[src/rtl/time_set_ctrl.sv]
// time_set_ctrl: push-button front end and set-time FSM for the digital clock.
// Debounces MODE/INC/DEC, lets the user edit hours then minutes, and on commit
// pulses load for one cycle with the edited hh:mm and seconds = 0.
// Optional feature macro: AUTO_REPEAT_EN (held INC/DEC auto-repeats).
//
// state     | meaning
// ----------+-----------------------------------------------------------
// S_RUN     | clock running, edit values held, waiting for MODE
// S_SET_HR  | editing hours (blink hours field)
// S_SET_MIN | editing minutes (blink minutes field)
// S_COMMIT  | single cycle with load high, always returns to S_RUN

module time_set_ctrl #(
   parameter int DB_CYCLES          = 2_000_000,
   parameter int TIMEOUT_CYCLES     = 1_000_000_000,
   parameter int REPEAT_DLY_CYCLES  = 50_000_000,
   parameter int REPEAT_RATE_CYCLES = 10_000_000
) (
   input  logic       clk,
   input  logic       reset,
   input  logic       btn_mode,
   input  logic       btn_inc,
   input  logic       btn_dec,
   input  logic [4:0] cur_hrs,
   input  logic [5:0] cur_min,
   output logic       load,
   output logic [4:0] load_hrs,
   output logic [5:0] load_min,
   output logic [5:0] load_sec,
   output logic       set_active,
   output logic [1:0] blink_sel
);

   localparam int DB_W = (DB_CYCLES > 1) ? $clog2(DB_CYCLES) : 1;
   localparam int TO_W = (TIMEOUT_CYCLES > 1) ? $clog2(TIMEOUT_CYCLES) : 1;
   localparam logic [DB_W-1:0] DB_RELOAD = DB_W'(DB_CYCLES - 1);
   localparam logic [TO_W-1:0] TO_RELOAD = TO_W'(TIMEOUT_CYCLES - 1);

`ifdef AUTO_REPEAT_EN
   localparam int RP_MAX = (REPEAT_DLY_CYCLES > REPEAT_RATE_CYCLES) ?
                           REPEAT_DLY_CYCLES : REPEAT_RATE_CYCLES;
   localparam int RP_W = (RP_MAX > 1) ? $clog2(RP_MAX) : 1;
   localparam logic [RP_W-1:0] RP_DLY_RELOAD  = RP_W'(REPEAT_DLY_CYCLES - 1);
   localparam logic [RP_W-1:0] RP_RATE_RELOAD = RP_W'(REPEAT_RATE_CYCLES - 1);
`endif

   // Every counter reloads with N-1, so zero-length settings cannot be built.
   if (DB_CYCLES < 1 || TIMEOUT_CYCLES < 1 ||
       REPEAT_DLY_CYCLES < 1 || REPEAT_RATE_CYCLES < 1) begin : g_bad_cfg
      $error("time_set_ctrl: cycle-count parameters must be >= 1");
   end

   typedef enum logic [1:0] {
      S_RUN     = 2'd0,
      S_SET_HR  = 2'd1,
      S_SET_MIN = 2'd2,
      S_COMMIT  = 2'd3
   } state_t;

   // bit 0 = mode, bit 1 = inc, bit 2 = dec
   logic [2:0] btn_raw;
   logic [2:0] pulse;

   assign btn_raw  = {btn_dec, btn_inc, btn_mode};
   assign load_sec = 6'd0;

   for (genvar i = 0; i < 3; i++) begin : g_btn
      logic            sync_1;
      logic            sync_2;
      logic            lvl;
      logic            lvl_d;
      logic            prs;
      logic [DB_W-1:0] db_cnt;

      // Synchronise, debounce with a restartable down-counter, register the rising edge.
      always_ff @(posedge clk or negedge reset) begin
         if (!reset) begin
            sync_1 <= 1'b0;
            sync_2 <= 1'b0;
            lvl    <= 1'b0;
            lvl_d  <= 1'b0;
            prs    <= 1'b0;
            db_cnt <= '0;
         end else begin
            sync_1 <= btn_raw[i];
            sync_2 <= sync_1;
            lvl_d  <= lvl;
            prs    <= lvl & ~lvl_d;
            if (sync_2 == lvl) begin
               db_cnt <= DB_RELOAD;
            end else if (db_cnt == '0) begin
               lvl    <= sync_2;
               db_cnt <= DB_RELOAD;
            end else begin
               db_cnt <= db_cnt - 1'b1;
            end
         end
      end

`ifdef AUTO_REPEAT_EN
      if (i != 0) begin : g_rep
         logic [RP_W-1:0] rep_cnt;
         logic            rep;

         // Arm on the press edge (same cycle prs is set), then fire every rate period while held.
         always_ff @(posedge clk or negedge reset) begin
            if (!reset) begin
               rep_cnt <= '0;
               rep     <= 1'b0;
            end else begin
               rep <= 1'b0;
               if (lvl & ~lvl_d) begin
                  rep_cnt <= RP_DLY_RELOAD;
               end else if (lvl) begin
                  if (rep_cnt == '0) begin
                     rep     <= 1'b1;
                     rep_cnt <= RP_RATE_RELOAD;
                  end else begin
                     rep_cnt <= rep_cnt - 1'b1;
                  end
               end
            end
         end

         assign pulse[i] = prs | rep;
      end else begin : g_norep
         assign pulse[i] = prs;
      end
`else
      assign pulse[i] = prs;
`endif
   end

   state_t          state;
   logic [TO_W-1:0] idle_cnt;
   logic            mode_ev;
   logic            inc_ev;
   logic            dec_ev;
   logic            any_ev;
   logic [4:0]      hrs_inc;
   logic [4:0]      hrs_dec;
   logic [5:0]      min_inc;
   logic [5:0]      min_dec;

   // MODE beats INC/DEC; INC together with DEC cancels out.
   assign mode_ev = pulse[0];
   assign inc_ev  = pulse[1] & ~pulse[2] & ~pulse[0];
   assign dec_ev  = pulse[2] & ~pulse[1] & ~pulse[0];
   assign any_ev  = |pulse;

   assign hrs_inc = (load_hrs == 5'd23) ? 5'd0  : load_hrs + 5'd1;
   assign hrs_dec = (load_hrs == 5'd0)  ? 5'd23 : load_hrs - 5'd1;
   assign min_inc = (load_min == 6'd59) ? 6'd0  : load_min + 6'd1;
   assign min_dec = (load_min == 6'd0)  ? 6'd59 : load_min - 6'd1;

   // Set-time FSM with registered outputs and idle timeout down-counter.
   always_ff @(posedge clk or negedge reset) begin
      if (!reset) begin
         state      <= S_RUN;
         load       <= 1'b0;
         load_hrs   <= 5'd0;
         load_min   <= 6'd0;
         set_active <= 1'b0;
         blink_sel  <= 2'b00;
         idle_cnt   <= '0;
      end else begin
         load <= 1'b0;
         case (state)
            S_RUN: begin
               if (mode_ev) begin
                  // Clamp so a glitched live value never seeds an out-of-range edit.
                  load_hrs   <= (cur_hrs > 5'd23) ? 5'd0 : cur_hrs;
                  load_min   <= (cur_min > 6'd59) ? 6'd0 : cur_min;
                  state      <= S_SET_HR;
                  set_active <= 1'b1;
                  blink_sel  <= 2'b01;
                  idle_cnt   <= TO_RELOAD;
               end
            end
            S_SET_HR: begin
               if (mode_ev) begin
                  state     <= S_SET_MIN;
                  blink_sel <= 2'b10;
                  idle_cnt  <= TO_RELOAD;
               end else if (any_ev) begin
                  idle_cnt <= TO_RELOAD;
                  if (inc_ev) begin
                     load_hrs <= hrs_inc;
                  end else if (dec_ev) begin
                     load_hrs <= hrs_dec;
                  end
               end else if (idle_cnt == '0) begin
                  state      <= S_RUN;
                  set_active <= 1'b0;
                  blink_sel  <= 2'b00;
               end else begin
                  idle_cnt <= idle_cnt - 1'b1;
               end
            end
            S_SET_MIN: begin
               if (mode_ev) begin
                  state      <= S_COMMIT;
                  load       <= 1'b1;
                  set_active <= 1'b0;
                  blink_sel  <= 2'b00;
               end else if (any_ev) begin
                  idle_cnt <= TO_RELOAD;
                  if (inc_ev) begin
                     load_min <= min_inc;
                  end else if (dec_ev) begin
                     load_min <= min_dec;
                  end
               end else if (idle_cnt == '0) begin
                  state      <= S_RUN;
                  set_active <= 1'b0;
                  blink_sel  <= 2'b00;
               end else begin
                  idle_cnt <= idle_cnt - 1'b1;
               end
            end
            S_COMMIT: begin
               state <= S_RUN;
            end
            default: begin
               state <= S_RUN;
            end
         endcase
      end
   end

endmodule

[config.mk]
export PLATFORM = sky130hd
export DESIGN_NAME = time_set_ctrl
export DESIGN_NICKNAME = d
export VERILOG_FILES = /design/src/rtl/time_set_ctrl.sv
export SDC_FILE = /design/constraint.sdc
export NUM_CORES = 1
export LEC_CHECK = 0
export BUFFER_PORTS_ARGS = -buffer_cell sky130_fd_sc_hd__buf_2
export CELL_PAD_IN_SITES_DETAIL_PLACEMENT = 0
export CELL_PAD_IN_SITES_GLOBAL_PLACEMENT = 2
export CORE_ASPECT_RATIO = 1.4
export CORE_MARGIN = 3
export CORE_UTILIZATION = 36
export CTS_BUF_LIST = sky130_fd_sc_hd__clkbuf_4
export DETAILED_ROUTE_END_ITERATION = 6
export GPL_TIMING_DRIVEN = 0
export PLACE_DENSITY_LB_ADDON = 0.1
export SYNTH_ARGS = -nofsm -noshare
export SYNTH_HDL_FRONTEND = slang
export SYNTH_SLANG_ARGS = --single-unit
export TNS_END_PERCENT = 1
[constraint.sdc]
create_clock -name clk -period 3.2 [get_ports clk]
set_input_delay 0.64 -clock clk [delete_from_list [all_inputs] [get_ports clk]]
set_output_delay 0.64 -clock clk [all_outputs]
set_load 0.03 [all_outputs]
Word level (Yosys, flattened, before mapping)

Cells that the tools add are included.

Register bits: 125
Input bits: 16
Output and inout port bits: 21
Word-level logic and storage cells: 134

Add/sub/neg operators: 8
$lt $le $gt $ge: 2
Equal/unequal tests: 15
Multiplexer cells: 49
Bitwise logic cells: 16
Reductions and logical operators: 19

Operators by type and width:

| operator                | count |
|---|---|
| $mux W30                | 5 |
| $mux W21                | 6 |
| $pmux W30 S3            | 1 |
| $logic_not A21 Y1       | 3 |
| $sub A21 B1 Y21 const B | 3 |
| $mux W6                 | 8 |
| $mux W5                 | 8 |
| $logic_not A30 Y1       | 1 |
| $sub A30 B1 Y30 const B | 1 |
| $mux W2                 | 9 |
| $pmux W6 S2             | 1 |
| $ne A2 B2 Y1 const B    | 5 |
| $pmux W5 S2             | 1 |
| $reduce_and A5 Y1       | 2 |
| $not A1 Y1              | 9 |
| $pmux W2 S4             | 1 |
| $reduce_and A2 Y1       | 4 |
| $and A1 B1 Y1           | 7 |
| $mux W1                 | 7 |
| $add A6 B1 Y6 const B   | 1 |
| $eq A6 B6 Y1 const B    | 1 |
| $gt A6 B6 Y1 const B    | 1 |
| $logic_not A6 Y1        | 1 |
| $ne A3 B3 Y1 const B    | 2 |
| other kinds (16)        | 21 |

Depth between registers and ports, before layout

Word-level depth: 8
Mapped depth: 10
Depth with buffers taken out: 8

Least setup slack after synthesis

Ideal clock, no wire load.

Path type: register to register
Start point: register g_btn[2].db_cnt[0]
End point: register g_btn[2].db_cnt[15]
Arrival time: 2923 ps
Data required time: 3131 ps
Slack: 208 ps
Cell stages (with the launch flop): 11
Path buffers: 2
Path through: dfrtp_1 -> inv_1 -> ha_1 -> or4b_1 -> buf_2 -> or4_1 -> or4_4 -> or4_4 -> and2_4 -> buf_6 -> nand3_1

Cells in the longest elaborated chain, start to end: 3
Elaborated cells on any way between the ends: 4
Those cells by class: 1 x add/sub; 2 x mux; 1 x reduce/logical

Ends and longest elaborated chain:

| what                                                        | line   | source |
|---|---|---|
| start: declaration                                          | 73     | `logic [DB_W-1:0] db_cnt;` |
| start signal: assignment                                    | 95     | `db_cnt <= db_cnt - 1'b1;` |
| $sub A21 B1 Y21 / $logic_not A21 Y1 (equally long branches) | 95, 91 |  |
| $mux W21 *                                                  | 91     | `end else if (db_cnt == '0) begin` |
| $mux W21 *                                                  | 89     | `if (sync_2 == lvl) begin` |

Every way passes the cells marked *; elsewhere a longest branch is shown, timed or not.
A chain may end at the register's enable or synchronous reset.

Worst setup path after layout

Same ends and word-level chain as after synthesis.

==> impl_metrics.toml <==
[finish]
final_common_cell = "dfrtp_1"
fill_cells = 1826
nets = 810
seq_area_sq_um = 3130
utilization = 0.414
area_growth_syn_to_layout_pct = 12.3
final_cell_mix = "dfrtp_1 (125), nor2_1 (90), nand2_1 (67)"
final_cells = 1036
drive_above_1_share = 0.116
multiInputGateArea_sq_um = 3340
final_area_sq_um = 7490

[clock_network]
postCtsSetupBuffers = 0
root_buffer = "clkbuf_4"
cts_buffers = 17
cts.path.max_buffers = 2
clock_latency_ns = 0.55
cts_tree = "done"
cts_max_level = 4
cts_sinks = 125
path_clk_slew_ns = 0.12

[drt]
wl_per_cell_um = 16.1
ant_nets = 0
top_layer = "met4"
wl_met3_um = 612
drt-pass1-iter-count = 4
viasPerCell = 5.43
via_count = 5622
dr.first_iter.drc_count = 275
route.met2.wl_mm = 8.37
drc_errors = 0
drt-met1-wl_mm = 7.35
postRouteWirelength_mm = 16.7

[floorplanning]
dieWidth_um = 121
rows = 58
ios = 37
die-area_sq_um = 20200
die_height_um = 167
start_util = 0.369
core_region_area_sq_um = 18100

[global_routing]
track_usage = 0.171
gr-total-overflow = 0
grt_max_degree = 92
grt_pass1_wl_mm = 27.9
antenna_found_initial = 1
first_global_vias = 5491

[yosys]
yosysWarningCount = 0
ys_seq_elements = 125
synthCells = 725
synth_cell_type_count = 62
ys_seq_area_frac = 0.469
yosys-top-cells-area = "dfrtp_1 (47%), xnor2_1 (5.3%), nor2_1 (5.1%), nand2_1 (3.8%), a21oi_1 (3.0%)"
synth_area_sq_um = 6670
synth_top_area_frac = 0.469
yosys.area.top_type = "dfrtp_1"
synthFlopType = "dfrtp_1"
synth_edf_count = 0
synth.avg_cell_area_sq_um = 9.20
synthArstFlopShare = 1.00

[power]
ir_worst_vdd_mv = 0.168
finalPower_mw = 2.84
leakagePower_nw = 3.04
power_density_nw_per_um2 = 379

[placed_design]
dp_slack_ns = 0.00134
dp_cells = 1002
portBuffers = 30
place_area_sq_um = 7190
dp_hpwl_mm = 11.7
gp_congestion = 0.799

[worst_setup_path]
rrSetupSlack_ns = 0.02
r2r-start = "g_btn[2].db_cnt[0]$_DFF_PN0_"
cp_data_arrival_time_ns = 3.67
critPathRequiredTime_ns = 3.69
critPathCapture = "g_btn[2].db_cnt[15]$_DFF_PN0_"
crit_path_end_kind = "register"
startpoint = "g_btn[2].db_cnt[0]$_DFF_PN0_"
start_kind = "register"
crit_path_max_fanout = 10
r2r_cells = 10
critical_path_class = "register to register"
r2r_end = "g_btn[2].db_cnt[15]$_DFF_PN0_"

[run_status]
status = "complete, no violations"

[sta]
hold_viol_final = 0
setup_slack_ns = 0.0196
layout_min_cycle_time_ns = 3.18
period_share = 0.994
holdWs_ns = 0.184
setup-tns-final_ns = 0
fin_skew_ns = 0.0181
rsz0062_at_grt = "true"
tightest_slew_ns = 0.790
slew_viol_final = 0
slew_headroom = 0.468
setup_viol = 0
fmax_ghz = 0.314

[worst_hold_path]
hp-start = "btn_mode"
min-delay-path-class = "primary input to register"

[flow_run]
cap_violations = 0
## cells in the mapped netlist, types with 6 or more instances
| master | number |
|---|---|
| a21oi_1 | 40 |
| nor3_1 | 35 |
| ha_1 | 13 |
| o21ai_0 | 33 |
| clkbuf_1 | 24 |
| nor2_1 | 90 |
| a311oi_1 | 14 |
| xor2_1 | 13 |
| nor4_1 | 19 |
| o211ai_1 | 6 |
| nand2b_1 | 7 |
| or3_1 | 21 |
| xnor2_1 | 40 |
| buf_4 | 6 |
| a31oi_1 | 13 |
| dfrtp_1 | 125 |
| or4_1 | 16 |
| o31ai_1 | 10 |
| nand3_1 | 17 |
| nand2_1 | 68 |
| inv_1 | 24 |
| nor2b_1 | 7 |
## cells by family (layout without fill, tap and decap cells)
logic type	Yosys count	in the layout	share of synthesized area
AO/OA/AOI/OAI	161	161	0.160
XOR/XNOR	53	53	0.0696
adder cells (fa/ha/maj)	13	13	0.0244
buffers and inverters	58	122	0.0373
flip-flops	125	125	0.469
multiplexers	5	5	0.00807
other	1	8	0.000562
AND/OR/NAND/NOR	309	309	0.231
## registers in the layout, summed over array words and instances (netlist names)
signal / cells
blink_sel: 2
g_btn.db_cnt: 63
g_btn.lvl: 3
g_btn.lvl_d: 3
g_btn.prs: 3
g_btn.sync_1: 3
g_btn.sync_2: 3
idle_cnt: 30
load: 1
load_hrs: 5
load_min: 6
set_active: 1
state: 2
## routing by layer
metal / vias to the layer above / global-route usage
met2: 127 / 0.292
met3: 27 / 0.0363
met1: 2727 / 0.213
met4: 0 / 0.0597
li1: 2741 / -
met5: - / 0
## power breakdown
| part | total (mW) | internal, mW | switching, mW |
|---|---|---|---|
| clock | 1.06 | 0.396 | 0.664 |
| combinational | 0.163 | 0.0530 | 0.110 |
| sequential | 1.61 | 1.60 | 0.0176 |
| total | 2.84 | 2.05 | 0.792 |
## worst min path at each step
stage | slack, ns | depth (start not counted) | to
floorplan | 0.33 | 0 | g_btn[0].sync_2$_DFF_PN0_
global placement | 0.34 | 0 | g_btn[1].sync_2$_DFF_PN0_
detailed placement | 0.35 | 0 | g_btn[2].sync_2$_DFF_PN0_
CTS | 0.12 | 1 | g_btn[0].sync_1$_DFF_PN0_
global route | 0.12 | 1 | g_btn[0].sync_1$_DFF_PN0_
finish | 0.18 | 1 | g_btn[0].sync_1$_DFF_PN0_
## timing repair
action / 4_1_cts / 5_1_grt
endpoints found under the setup margin: 8 / 42
endpoints found under the hold margin: 34 / 0
gates resized for setup: 1 / 4
hold buffers: 1 / 0
## worst max-delay path: stages, from the launching register on
cell     delay (ns)
dfrtp_1        0.41
inv_1          0.06
ha_2           0.19
or4b_1         0.42
buf_2          0.17
or4_1          0.46
or4_4          0.46
or4_4          0.54
and2_4         0.19
buf_6          0.14
nand3_1        0.07
## final cells by class
class	instances	area share
Sequential cell	125	0.418
Timing Repair Buffer	33	0.0269
Buffer	32	0.0202
Tap cell	240	0.0401
Clock buffer	17	0.0170
Multi-Input combinational cell	547	0.446
Inverter	25	0.0125
Antenna cell	2	0.000668
Clock inverter	15	0.0185
(Power assumes the default switching activity.)
